## src/rtl/mem_dispatcher__write_rr.sv

```systemverilog
`default_nettype none
// ============================================================================
// Module   : mem_dispatcher__write_rr
// Brief    : Round-robin multi-channel frame writer into one MCB-style write
//            port; frames are split into BURST_LEN-word commands plus a tail.
// Revision : 1.0  initial release
// ============================================================================
module mem_dispatcher__write_rr #(
    parameter int NUM_CH        = 2,
    parameter int FRAME_WORDS   = 640,
    parameter int BURST_LEN     = 32,
    parameter int RAM_ADDR_BITS = 10,
    parameter int DDR_PORT_BITS = 32
) (
    input  logic                                            clk,
    input  logic                                            rst_n,
    input  logic [NUM_CH-1:0]                               ch_start,
    input  logic [30*NUM_CH-1:0]                            ch_base_addr,
    output logic [NUM_CH-1:0]                               ch_done,
    output logic                                            busy_unit,
    output logic [((NUM_CH > 1) ? $clog2(NUM_CH) : 1)-1:0]  ch_sel,
    output logic [RAM_ADDR_BITS-1:0]                        data_in__addr,
    input  logic [DDR_PORT_BITS-1:0]                        data_in,
    input  logic                                            mem_calib_done,
    output logic                                            port_cmd_en,
    output logic [2:0]                                      port_cmd_instr,
    output logic [5:0]                                      port_cmd_bl,
    output logic [29:0]                                     port_cmd_byte_addr,
    input  logic                                            port_cmd_full,
    output logic                                            port_wr_en,
    output logic [DDR_PORT_BITS-1:0]                        port_wr_data_out,
    input  logic                                            port_wr_full
);

    localparam int CH_W        = (NUM_CH > 1) ? $clog2(NUM_CH) : 1;
    localparam int c_jw        = CH_W + 1;
    localparam int c_bytes     = DDR_PORT_BITS / 8;
    localparam int c_bursts    = (FRAME_WORDS + BURST_LEN - 1) / BURST_LEN;
    localparam int c_tail      = FRAME_WORDS % BURST_LEN;
    localparam int BIDX_W      = (c_bursts > 1) ? $clog2(c_bursts) : 1;

    localparam logic [29:0]              c_stride     = 30'(BURST_LEN * c_bytes);
    localparam logic [6:0]               c_full_n     = 7'(BURST_LEN);
    localparam logic [6:0]               c_tail_n     = 7'(c_tail);
    localparam logic [BIDX_W-1:0]        c_last_burst = BIDX_W'(c_bursts - 1);
    localparam logic [RAM_ADDR_BITS-1:0] c_last_addr  = RAM_ADDR_BITS'(FRAME_WORDS - 1);

    typedef enum logic [1:0] {
        S_CALIB = 2'd0,
        S_ARB   = 2'd1,
        S_FILL  = 2'd2,
        S_CMD   = 2'd3
    } state_t;

    state_t                     r_state;
    state_t                     w_state_nxt;
    logic [NUM_CH-1:0]          r_pending;
    logic [CH_W-1:0]            r_rr_ptr;
    logic [29:0]                r_cmd_addr;
    logic [BIDX_W-1:0]          r_burst_idx;
    logic [6:0]                 r_issued;
    logic [6:0]                 r_written;
    logic                       r_in_flight;
    logic [1:0]                 r_sk_cnt;
    logic [DDR_PORT_BITS-1:0]   r_sk0;
    logic [DDR_PORT_BITS-1:0]   r_sk1;

    logic                       w_gnt_found;
    logic [CH_W-1:0]            w_gnt_idx;
    logic [29:0]                w_gnt_base;
    logic [c_jw-1:0]            w_j;
    logic                       w_grant;
    logic [NUM_CH-1:0]          w_gnt_onehot;
    logic [CH_W-1:0]            w_next_ptr;
    logic                       w_last_burst;
    logic [6:0]                 w_burst_n;
    logic                       w_pop;
    logic                       w_issue;
    logic                       w_accept;
    logic                       w_fill_done;

    // First pending channel at or after the pointer, searched cyclically.
    always_comb begin
        w_gnt_found = 1'b0;
        w_gnt_idx   = '0;
        w_gnt_base  = '0;
        w_j         = '0;
        for (int i = 0; i < NUM_CH; i++) begin
            w_j = {1'b0, r_rr_ptr} + c_jw'(i);
            if (w_j >= c_jw'(NUM_CH)) begin
                w_j = w_j - c_jw'(NUM_CH);
            end
            if (!w_gnt_found && r_pending[w_j[CH_W-1:0]]) begin
                w_gnt_found = 1'b1;
                w_gnt_idx   = w_j[CH_W-1:0];
            end
        end
        for (int i = 0; i < NUM_CH; i++) begin
            if (w_gnt_idx == CH_W'(i)) begin
                w_gnt_base = ch_base_addr[30*i +: 30];
            end
        end
    end

    assign w_grant      = (r_state == S_ARB) && w_gnt_found;
    assign w_gnt_onehot = NUM_CH'(1) << w_gnt_idx;
    assign w_next_ptr   = (w_gnt_idx == CH_W'(NUM_CH - 1)) ? '0 : w_gnt_idx + 1'b1;

    assign w_last_burst = (r_burst_idx == c_last_burst);
    assign w_burst_n    = (w_last_burst && (c_tail != 0)) ? c_tail_n : c_full_n;

    // Skid head is the oldest buffered word, else the word arriving this cycle.
    assign w_pop        = ((r_sk_cnt != 2'd0) || r_in_flight) && !port_wr_full;
    assign w_issue      = (r_state == S_FILL)
                        && (({1'b0, r_sk_cnt} + {2'b0, r_in_flight}) < 3'd2)
                        && (r_issued < w_burst_n);
    assign w_accept     = (r_state == S_CMD) && !port_cmd_full;
    assign w_fill_done  = w_pop && ((r_written + 7'd1) == w_burst_n);

    assign port_wr_en       = w_pop;
    assign port_wr_data_out = (r_sk_cnt != 2'd0) ? r_sk0 : data_in;

    always_ff @(posedge clk or negedge rst_n) begin
        if (!rst_n) begin
            r_state <= S_CALIB;
        end else begin
            r_state <= w_state_nxt;
        end
    end

    always_comb begin
        w_state_nxt        = r_state;
        busy_unit          = 1'b1;
        port_cmd_en        = 1'b0;
        port_cmd_instr     = 3'b000;
        port_cmd_bl        = 6'd0;
        port_cmd_byte_addr = 30'd0;
        case (r_state)
            S_CALIB: begin
                if (mem_calib_done) begin
                    w_state_nxt = S_ARB;
                end
            end
            S_ARB: begin
                if (r_pending == '0) begin
                    busy_unit = 1'b0;
                end
                if (w_gnt_found) begin
                    w_state_nxt = S_FILL;
                end
            end
            S_FILL: begin
                if (w_fill_done) begin
                    w_state_nxt = S_CMD;
                end
            end
            S_CMD: begin
                port_cmd_en        = 1'b1;
                port_cmd_bl        = 6'(w_burst_n - 7'd1);
                port_cmd_byte_addr = r_cmd_addr;
                if (w_accept) begin
                    w_state_nxt = w_last_burst ? S_ARB : S_FILL;
                end
            end
            default: w_state_nxt = S_CALIB;
        endcase
    end

    always_ff @(posedge clk or negedge rst_n) begin
        if (!rst_n) begin
            r_pending     <= '0;
            r_rr_ptr      <= '0;
            ch_sel        <= '0;
            ch_done       <= '0;
            r_cmd_addr    <= '0;
            r_burst_idx   <= '0;
            r_issued      <= '0;
            r_written     <= '0;
            data_in__addr <= '0;
            r_in_flight   <= 1'b0;
            r_sk_cnt      <= 2'd0;
            r_sk0         <= '0;
            r_sk1         <= '0;
        end else begin
            // A start arriving with the grant of the same channel re-arms it.
            r_pending <= (r_pending & ~(w_grant ? w_gnt_onehot : '0)) | ch_start;
            ch_done   <= '0;

            if (w_grant) begin
                ch_sel        <= w_gnt_idx;
                r_rr_ptr      <= w_next_ptr;
                r_cmd_addr    <= w_gnt_base;
                r_burst_idx   <= '0;
                r_issued      <= '0;
                r_written     <= '0;
                data_in__addr <= '0;
            end

            if (w_issue) begin
                r_issued <= r_issued + 7'd1;
                if (data_in__addr != c_last_addr) begin
                    data_in__addr <= data_in__addr + 1'b1;
                end
            end
            if (w_pop) begin
                r_written <= r_written + 7'd1;
            end

            r_in_flight <= w_issue;
            if (w_pop && (r_sk_cnt == 2'd2)) begin
                r_sk0 <= r_sk1;
            end
            if (r_in_flight) begin
                if ((r_sk_cnt == 2'd0) && !w_pop) begin
                    r_sk0 <= data_in;
                end else if (r_sk_cnt == 2'd1) begin
                    if (w_pop) begin
                        r_sk0 <= data_in;
                    end else begin
                        r_sk1 <= data_in;
                    end
                end
            end
            r_sk_cnt <= r_sk_cnt + {1'b0, r_in_flight} - {1'b0, w_pop};

            if (w_accept) begin
                r_issued  <= '0;
                r_written <= '0;
                if (w_last_burst) begin
                    ch_done <= NUM_CH'(1) << ch_sel;
                end else begin
                    r_burst_idx <= r_burst_idx + 1'b1;
                    r_cmd_addr  <= r_cmd_addr + c_stride;
                end
            end
        end
    end

endmodule
`default_nettype wire

```

## config.mk

```make
export PLATFORM = sky130hd
export DESIGN_NAME = mem_dispatcher__write_rr
export DESIGN_NICKNAME = d
export VERILOG_FILES = /design/src/rtl/mem_dispatcher__write_rr.sv
export SDC_FILE = /design/constraint.sdc
export NUM_CORES = 1
export LEC_CHECK = 0
export CAP_MARGIN = 30
export CORE_MARGIN = 2
export CORE_UTILIZATION = 40
export CTS_BUF_LIST = sky130_fd_sc_hd__clkbuf_8
export DETAILED_ROUTE_END_ITERATION = 16
export PLACE_DENSITY = 0.72
export SYNTH_ARGS = -nofsm -noshare
export SYNTH_HDL_FRONTEND = slang
export SYNTH_SLANG_ARGS = --single-unit
```

## constraint.sdc

```tcl
create_clock -name clk -period 1.9 [get_ports clk]
set_input_delay 0.38 -clock clk [delete_from_list [all_inputs] [get_ports clk]]
set_output_delay 0.38 -clock clk [all_outputs]
set_load 0.01 [all_outputs]
```

==> out/metrics.cfg, run 1 <==
[layout]
layout_common_cells=dfrtp_1, clkdlybuf4s50_1, buf_4, nand2_1
final_common_cell=dfrtp_1
layout-drive-gt1-share_pct=35.0
nNetsFinal=1088
design_area_um2=10900
area_growth_pct=53.0
final_core_util_pct=62.8
antenna_cells=0

[hold_path]
min_path_type=primary input to asynchronous set/reset pin

[outcome]
violations=setup timing
status=complete, but fails checks

[setup_path]
rr_worst_depth=11
r2r_slack_ps=-30
r2r_end=r_sk_cnt[1]$_DFF_PN0_
critPathKind=flip-flop to output pin
critPathMaxFanout=8
cp.arrival_ps=1740
start_kind=flip-flop
crit_required_ps=1520
r2r-start=r_sk_cnt[0]$_DFF_PN0_
worstSetupEndpointType=output pin

[global_route]
globalRouteTotalUtil_pct=22.0
grt-ovfl-total=0
grt_start_max_net_pins=65
grt_pass1_vias=6480
antenna_found_initial=0
grt_pass1_wl_mm=32.5

[pwr]
p_clk_share_pct=20.3
p_int_mw=8.67
power_leakage_nw=4.98
p_comb_share_pct=45.5
p_per_area_nw_per_um2=1180
p_sw_mw=4.15
irDropWorstVdd_mv=0.875
seqPwrFrac_pct=34.2
power.share.switching_pct=32.4
power_mw=12.8

[timing]
worst_slew_pin_slew_ps=550
grt_setup_unrepaired=true
fin_crit_sh_pct=111
fmaxAchievable_mhz=472
finalSetupViolations=34
setup_slack_ps=-217
slew_headroom_pct=63.3
fin_skew_ps=10.9
period_needed_ps=2120
finalHoldViolations=0
slew_violations=0

[detailed_routing]
routed_wirelength_mm=20.6
vias_per_cell=5.37
ant_nets=0
routedWlPerCell_um=16.9
dr.first_iter.drc_count=321
drc=0
first_pass_iters=5
via_count=6542

[run]
max_cap_violations=0

[die]
rows=48
die_x_um=137
floorplan.initialDensity_pct=41.0
design.portCount=186
fp.coreArea_um2=17300
die-area_um2=18800
fp.dieH_um=137

[place]
dp_hpwl_mm=13.9
place_area_um2=9830
io_buffer_count=181
gp_congestion=0.918
dp_slack_ps=-243

[clock_tree]
cts_sinks=134
cts-root-buf=clkbuf_8
clk_latency_ps=440
cts_tree=done
cts.htree.levels=4
clk_pin_slew_worst_paths_ps=80
clk_path_buf_depth=2
numCtsBuffers=17

[yosys]
synthFlopType=dfrtp_1
synth-edff-count=0
syn_inst=698
syn_area_um2=7100
ys_warn_count=0
synth_cell_type_count=57
async_flop_share_pct=100
syn_area_per_cell_um2=10.2
ys_seq_area_share_pct=47.2
synth-seq-cells=134

power groups by stage:
stage                     Combinational [mW]  Clock (mW)  Sequential [mW]
after floorplan                         2.65           0             4.26
after global placement                  4.67           0             4.33
after detailed placement                4.80           0             4.39
after CTS                               5.78        2.66             4.36
after global routing                    6.37        2.77             4.49
final                                   5.83        2.60             4.39
final cells by class:
class                   instances  area (µm²)
clock buffers                  18         248
multi-input cells             512        3840
fillers                      1382        6440
repair buffers                313        2930
inverters                       3        11.3
well taps                     225         282
clock inverters                14         183
flip-flops and latches        134        3360
worst max-delay path: stages (launching register included):
cell and delay [ps]:
dfrtp_1 410, nor2_4 160, buf_4 140, buf_12 140
mux2_4 310, buf_6 130
worst max-delay path by stage:
stage	slack [ps]	from	endpoint	cells past startpoint
6_report	-220	r_sk_cnt[0]$_DFF_PN0_	port_wr_data_out[28]	5
5_1_grt	-310	r_sk_cnt[0]$_DFF_PN0_	port_wr_data_out[30]	5
4_1_cts	-350	r_sk_cnt[1]$_DFF_PN0_	port_wr_data_out[23]	6
3_5_place_dp	-240	port_cmd_full	r_written[4]$_DFFE_PN0P_	8
3_3_place_gp	-210	port_wr_full	r_state[0]$_DFFE_PN0P_	7
2_1_floorplan	-40	r_burst_idx[0]$_DFF_PN0_	r_cmd_addr[23]$_DFF_PN0_	7
logic make-up (layout without fill, tap and decap cells):
kind of cell	Yosys count	in the layout	share of synthesized area (%)
simple gates	249	249	18.3
mux	103	103	15.7
compound gates	136	136	12.3
other cells	1	4	0.0528
buf+inv	55	348	3.51
xor+xnor	12	12	1.48
flops	134	134	47.2
fa+ha+maj	8	8	1.41
synthesized netlist by cell type, types with 6 or more instances:
master	n	area (µm²)
clkbuf_1	35	131
ha_1	8	100
dfrtp_1	134	3350
xnor2_1	6	52.6
buf_2	7	35.0
nor2_1	38	143
and2_1	6	37.5
nand3_1	35	175
o22ai_1	7	43.8
o211ai_1	11	82.6
o21ai_0	62	310
mux2_2	64	721
o311ai_0	9	78.8
nand4_1	9	56.3
a222oi_1	6	60.1
a22oi_1	14	105
and3_1	36	225
mux2i_1	39	390
buf_4	9	67.6
nand2_1	81	304
a21oi_1	8	40.0
xor2_1	6	52.6
state kept, by name, summed over array words and instances (netlist names), 2 cells and up:
signal	flops
r_written	7
r_sk1	32
ch_done	2
r_burst_idx	5
r_pending	2
r_sk0	32
r_state	2
data_in__addr	10
r_sk_cnt	2
r_cmd_addr	30
r_issued	7
metal layers:
metal  vias up  wire (µm)  global-route usage (%)
met5         -          0                       0
met4         0        195                    6.13
met3        17       1550                    6.07
met2       227      10200                    37.9
met1      3190       8650                    27.1
li1       3108          -                       -
per-stage QoR:
step | TNS, ps | hold WS, ps | instances
after floorplan | -38.1 | 84.4 | 701
after global placement | -7000 | 285 | 1156
after detailed placement | -9680 | 285 | 1156
after CTS | -10340 | 360 | 1211
after global routing | -10260 | 382 | 1219
final | -6580 | 384 | 1219
timing repair:
item                                    CTS  global route
gates resized for setup                 389            61
setup buffers                            17            19
endpoints found under the setup margin   76            89
hold buffers                              1             0
hold endpoints to repair                 28             0
pin swaps                                12            21
cloned                                    5             0
Note: power is estimated with default switching activity, not from simulation.
==> inputs of run 2 (changes only) <==
--- a/config.mk
+++ b/config.mk
@@ -11,6 +11,7 @@
 export CTS_BUF_LIST = sky130_fd_sc_hd__clkbuf_8
 export DETAILED_ROUTE_END_ITERATION = 16
 export PLACE_DENSITY = 0.72
+export SKIP_CTS_REPAIR_TIMING = 1
 export SYNTH_ARGS = -nofsm -noshare
 export SYNTH_HDL_FRONTEND = slang
 export SYNTH_SLANG_ARGS = --single-unit
==> out/metrics.cfg, run 2 (synthesis results as in run 1) <==
[outcome]
status=complete, but fails checks  ; unchanged
violations=setup timing  ; unchanged

[layout]
multi_input_area_um2=3750  ; was 3840 µm²
antenna_cells=0  ; unchanged
final_common_cell=dfrtp_1  ; unchanged
fillCellCount=1383  ; was 1382
layoutNonFillerInstCount=1220  ; was 1219
regArea_um2=3360  ; about the same
layout_common_cells=dfrtp_1, clkdlybuf4s50_1, buf_4, nand2_1, o21ai_0  ; was dfrtp_1, clkdlybuf4s50_1, buf_4, nand2_1
nNetsFinal=1089  ; was 1088
top_regs=r_sk0: 32 flops, r_sk1: 32 flops, r_cmd_addr: 30 flops  ; unchanged
design_area_um2=10800  ; was 10900 µm²
area_growth_pct=52.3  ; was 53.0%
layout-drive-gt1-share_pct=33.0  ; was 35.0%

[global_route]
grt_pass1_vias=6226  ; was 6480
globalRouteTotalUtil_pct=20.4  ; was 22.0%
antenna_found_initial=0  ; unchanged
grt_start_max_net_pins=65  ; unchanged
grt_pass1_wl_mm=30.3  ; was 32.5 mm
grt-ovfl-total=0  ; unchanged

[detailed_routing]
dr.first_iter.drc_count=365  ; was 321
routed_wirelength_mm=20.8  ; was 20.6 mm
first_pass_iters=9  ; was 5
routedWlPerCell_um=17.1  ; was 16.9 µm
drc=0  ; unchanged
ant_nets=0  ; unchanged
vias_per_cell=5.36  ; was 5.37
via_count=6536  ; was 6542

[place]
io_buffer_count=181  ; unchanged
dp_slack_ps=-243  ; unchanged
gp_congestion=0.918  ; unchanged
dp_cells=1156  ; unchanged
place_area_um2=9830  ; unchanged
dp_hpwl_mm=13.9  ; unchanged

[clock_tree]
cts.htree.levels=4  ; unchanged
cts_tree=done  ; unchanged
clk_path_buf_depth=2  ; unchanged
clk_pin_slew_worst_paths_ps=80  ; about the same
numCtsBuffers=17  ; unchanged
clk_latency_ps=440  ; about the same
cts_sinks=134  ; unchanged
cts-root-buf=clkbuf_8  ; unchanged

[die]
fp.coreArea_um2=17300  ; unchanged
floorplan.initialDensity_pct=41.0  ; unchanged
die_x_um=137  ; unchanged
die-area_um2=18800  ; unchanged
rows=48  ; unchanged
design.portCount=186  ; unchanged
fp.dieH_um=137  ; unchanged

[timing]
finalHoldViolations=0  ; unchanged
grt_setup_unrepaired=true  ; unchanged
slew_violations=0  ; unchanged
worst_slew_pin_slew_ps=561  ; was 550 ps
slew_headroom_pct=62.6  ; was 63.3%
finalSetupViolations=39  ; was 34
period_needed_ps=2310  ; was 2120 ps
setup_slack_ps=-411  ; was -217 ps
fin_crit_sh_pct=122  ; was 111%
fin_skew_ps=10.8  ; was 10.9 ps
fmaxAchievable_mhz=433  ; was 472 MHz

[setup_path]
critPathMaxStageDelay_ps=410  ; about the same
r2r_slack_ps=20  ; was -30 ps
critPathLaunch=r_sk_cnt[1]$_DFF_PN0_  ; was r_sk_cnt[0]$_DFF_PN0_
cp_common_cell=buf_6
rr_worst_depth=10  ; was 11
worstSetupEndpointType=output pin  ; unchanged
crit_slowest_cell=dfrtp_1  ; unchanged
cp_cell_sequence=nor2_4 > buf_6 > clkbuf_16 > buf_8 > mux2_4 > buf_6  ; was nor2_4 > buf_4 > buf_12 > mux2_4 > buf_6
critPathBufInv=4  ; was 3
crit_required_ps=1520  ; about the same
r2r_end=r_sk_cnt[1]$_DFF_PN0_  ; unchanged
start_kind=flip-flop  ; unchanged
critPathMaxFanout=7  ; was 8
cp.arrival_ps=1930  ; was 1740 ps
crit_family=buffers and inverters  ; unchanged
critPathKind=flip-flop to output pin  ; unchanged
r2r-start=r_sk_cnt[0]$_DFF_PN0_  ; unchanged

[pwr]
power_mw=12.9  ; was 12.8 mW
power_leakage_nw=5.12  ; was 4.98 nW
p_per_area_nw_per_um2=1190  ; was 1180 nW/µm²
irDropWorstVdd_mv=0.846  ; was 0.875 mV

[hold_path]
min_path_type=primary input to asynchronous set/reset pin  ; unchanged

[run]
max_cap_violations=0  ; unchanged

-- run 2: per-layer routing --
layer / vias up / global-route usage [%] / routed length, µm
met5: - / 0 / 0
met4: 0 / 5.10 / 176
met3: 16 / 5.89 / 1490
met2: 240 / 33.7 / 10400
met1: 3168 / 26.3 / 8740
li1: 3112 / - / -
-- run 2: worst max-delay path by stage --
stage / end / slack [ps] / depth (start not counted)
global route: port_wr_data_out[17] / -480 / 6
floorplan: r_cmd_addr[23]$_DFF_PN0_ / -40 / 7
global placement: r_state[0]$_DFFE_PN0P_ / -210 / 7
finish: port_wr_data_out[17] / -410 / 6
detailed placement: r_written[4]$_DFFE_PN0P_ / -240 / 8
CTS: port_wr_data_out[28] / -610 / 4
-- run 2: area by class of cell --
class	count	share of cell area, %
clock inverter	14	1.69
multi-input combinational	512	34.7
sequential	134	31.1
tap	225	2.61
inverter	3	0.104
timing repair buffer	314	27.5
clock buffer	18	2.29
-- run 2: where the power goes --
part           switching (mW)  total, mW  internal [mW]
clock network            1.14       2.60           1.46
logic                    2.40       5.92           3.53
registers               0.615       4.38           3.77
-- run 2: per-stage QoR --
| stage | TNS (ps) | utilization [%] | hold slack (ps) |
|---|---|---|---|
| floorplan | -38.1 | - | 84.4 |
| global placement | -7000 | 56.8 | 285 |
| detailed placement | -9680 | 56.8 | 285 |
| CTS | -32470 | 59.3 | -211 |
| global route | -13870 | 62.5 | 384 |
| finish | -10440 | 62.5 | 387 |
==> inputs of run 3 (changes only) <==
--- a/config.mk
+++ b/config.mk
@@ -10,7 +10,7 @@
 export CORE_UTILIZATION = 40
 export CTS_BUF_LIST = sky130_fd_sc_hd__clkbuf_8
 export DETAILED_ROUTE_END_ITERATION = 16
-export PLACE_DENSITY = 0.72
+export PLACE_DENSITY = 0.78
 export SKIP_CTS_REPAIR_TIMING = 1
 export SYNTH_ARGS = -nofsm -noshare
 export SYNTH_HDL_FRONTEND = slang
==> out/metrics.cfg, run 3 (synthesis results as in run 1) <==
[hold_path]
min_path_type=primary input to asynchronous set/reset pin  ; unchanged

[timing]
finalSetupViolations=51  ; was 39
slew_headroom_pct=58.1  ; was 62.6%
grt_setup_unrepaired=true  ; unchanged
fmaxAchievable_mhz=427  ; was 433 MHz
fin_skew_ps=13.7  ; was 10.8 ps
worst_slew_pin_slew_ps=628  ; was 561 ps
fin_crit_sh_pct=123  ; was 122%
period_needed_ps=2340  ; was 2310 ps
slew_violations=0  ; unchanged
setup_slack_ps=-441  ; was -411 ps
finalHoldViolations=0  ; unchanged

[place]
dp_hpwl_mm=13.5  ; was 13.9 mm
dp_slack_ps=-212  ; was -243 ps
io_buffer_count=181  ; unchanged
gp_congestion=0.856  ; was 0.918

[detailed_routing]
routed_wirelength_mm=21.7  ; was 20.8 mm
first_pass_iters=5  ; was 9
vias_per_cell=5.40  ; was 5.36
drc=0  ; unchanged
via_count=6618  ; was 6536
dr.first_iter.drc_count=486  ; was 365
routedWlPerCell_um=17.7  ; was 17.1 µm
ant_nets=0  ; unchanged

[clock_tree]
cts-root-buf=clkbuf_8  ; unchanged
numCtsBuffers=17  ; unchanged
clk_pin_slew_worst_paths_ps=80  ; about the same
clk_latency_ps=450  ; was 440 ps
cts.htree.levels=4  ; unchanged
cts_tree=done  ; unchanged
clk_path_buf_depth=2  ; unchanged
cts_sinks=134  ; unchanged

[global_route]
grt-ovfl-total=0  ; unchanged
grt_start_max_net_pins=45  ; was 65
globalRouteTotalUtil_pct=20.5  ; was 20.4%
antenna_found_initial=0  ; unchanged
grt_pass1_wl_mm=30.5  ; was 30.3 mm
grt_pass1_vias=6227  ; was 6226

[run]
max_cap_violations=0  ; unchanged

[setup_path]
crit_required_ps=1520  ; about the same
worstSetupEndpointType=output pin  ; unchanged
start_kind=flip-flop  ; unchanged
critPathMaxFanout=4  ; was 7
r2r_slack_ps=-60  ; was 20 ps
critPathKind=flip-flop to output pin  ; unchanged
cp.arrival_ps=1960  ; was 1930 ps

[pwr]
power_leakage_nw=5.24  ; was 5.12 nW
p_sw_mw=4.33  ; was 4.15 mW
p_int_mw=9.03  ; was 8.75 mW
p_comb_share_pct=46.4  ; was 45.9%
seqPwrFrac_pct=33.0  ; was 34.0%
power.share.switching_pct=32.4  ; was 32.2%
irDropWorstVdd_mv=0.860  ; was 0.846 mV
p_clk_share_pct=20.6  ; was 20.1%
p_per_area_nw_per_um2=1210  ; was 1190 nW/µm²

[layout]
layout-drive-gt1-share_pct=33.5  ; was 33.0%
antenna_cells=0  ; unchanged
top_regs=r_sk0: 32 flops, r_sk1: 32 flops, r_cmd_addr: 30 flops  ; unchanged
area_growth_pct=56.0  ; was 52.3%
final_core_util_pct=64.0  ; was 62.5%
layout_common_cells=dfrtp_1, clkdlybuf4s50_1, buf_4, nand2_1, o21ai_0  ; unchanged
nNetsFinal=1095  ; was 1089
final_common_cell=dfrtp_1  ; unchanged

[die]
fp.dieH_um=137  ; unchanged
floorplan.initialDensity_pct=41.0  ; unchanged
rows=48  ; unchanged
die-area_um2=18800  ; unchanged
die_x_um=137  ; unchanged
design.portCount=186  ; unchanged
fp.coreArea_um2=17300  ; unchanged

[outcome]
violations=setup timing  ; unchanged
status=complete, but fails checks  ; unchanged

run 3: final timing paths:
check	from	to	cells past startpoint
worst min register to register	r_issued[5]$_DFFE_PN0P_	r_issued[5]$_DFFE_PN0P_	1
max in group asynchronous	rst_n	r_cmd_addr[29]$_DFF_PN0_	3
min in group clk	r_issued[5]$_DFFE_PN0P_	r_issued[5]$_DFFE_PN0P_	1
worst min-delay path	rst_n	r_sk0[17]$_DFF_PN0_	2
worst max register to register	r_cmd_addr[7]$_DFF_PN0_	r_cmd_addr[27]$_DFF_PN0_	7
worst max-delay path	r_sk_cnt[1]$_DFF_PN0_	port_wr_data_out[15]	6
run 3: area by class of cell:
cell class	instances	area, µm²
multi-input cells	513	3760
fillers	1265	6220
clock buffers	17	234
repair buffers	319	3200
clock inverters	15	225
inverters	3	11.3
well taps	225	282
flip-flops and latches	134	3360
run 3: critical path: stages, from the launching register on:
cell	delay [ps]
dfrtp_1	410
nor2_4	280
clkbuf_16	210
buf_12	100
buf_4	100
mux2_4	290
buf_6	120
run 3: per-layer routing:
layer | global-route usage (%) | vias up | share of wire [%]
met5 | 0 | - | 0
met4 | 4.98 | 0 | 1.4
met3 | 5.45 | 27 | 6.5
met2 | 33.6 | 257 | 51
met1 | 27.0 | 3201 | 41
li1 | - | 3133 | -
run 3: through the flow:
step	total power, mW	instances	area, µm²	TNS [ps]	hold WS, ps
final	13.4	1226	11100	-13920	425
after CTS	11.9	1183	10300	-33520	-149
after floorplan	6.91	701	7110	-38.1	84.4
after detailed placement	9.15	1151	9820	-7340	340
after global routing	14.1	1226	11100	-17840	448
after global placement	8.97	1151	9820	-5490	340
run 3: power groups by stage:
stage	Sequential (mW)	Combinational (mW)	Clock [mW]
after floorplan	4.26	2.65	0
after global placement	4.32	4.65	0
after detailed placement	4.38	4.78	0
after CTS	4.33	4.80	2.79
after global routing	4.50	6.65	2.93
final	4.41	6.19	2.76
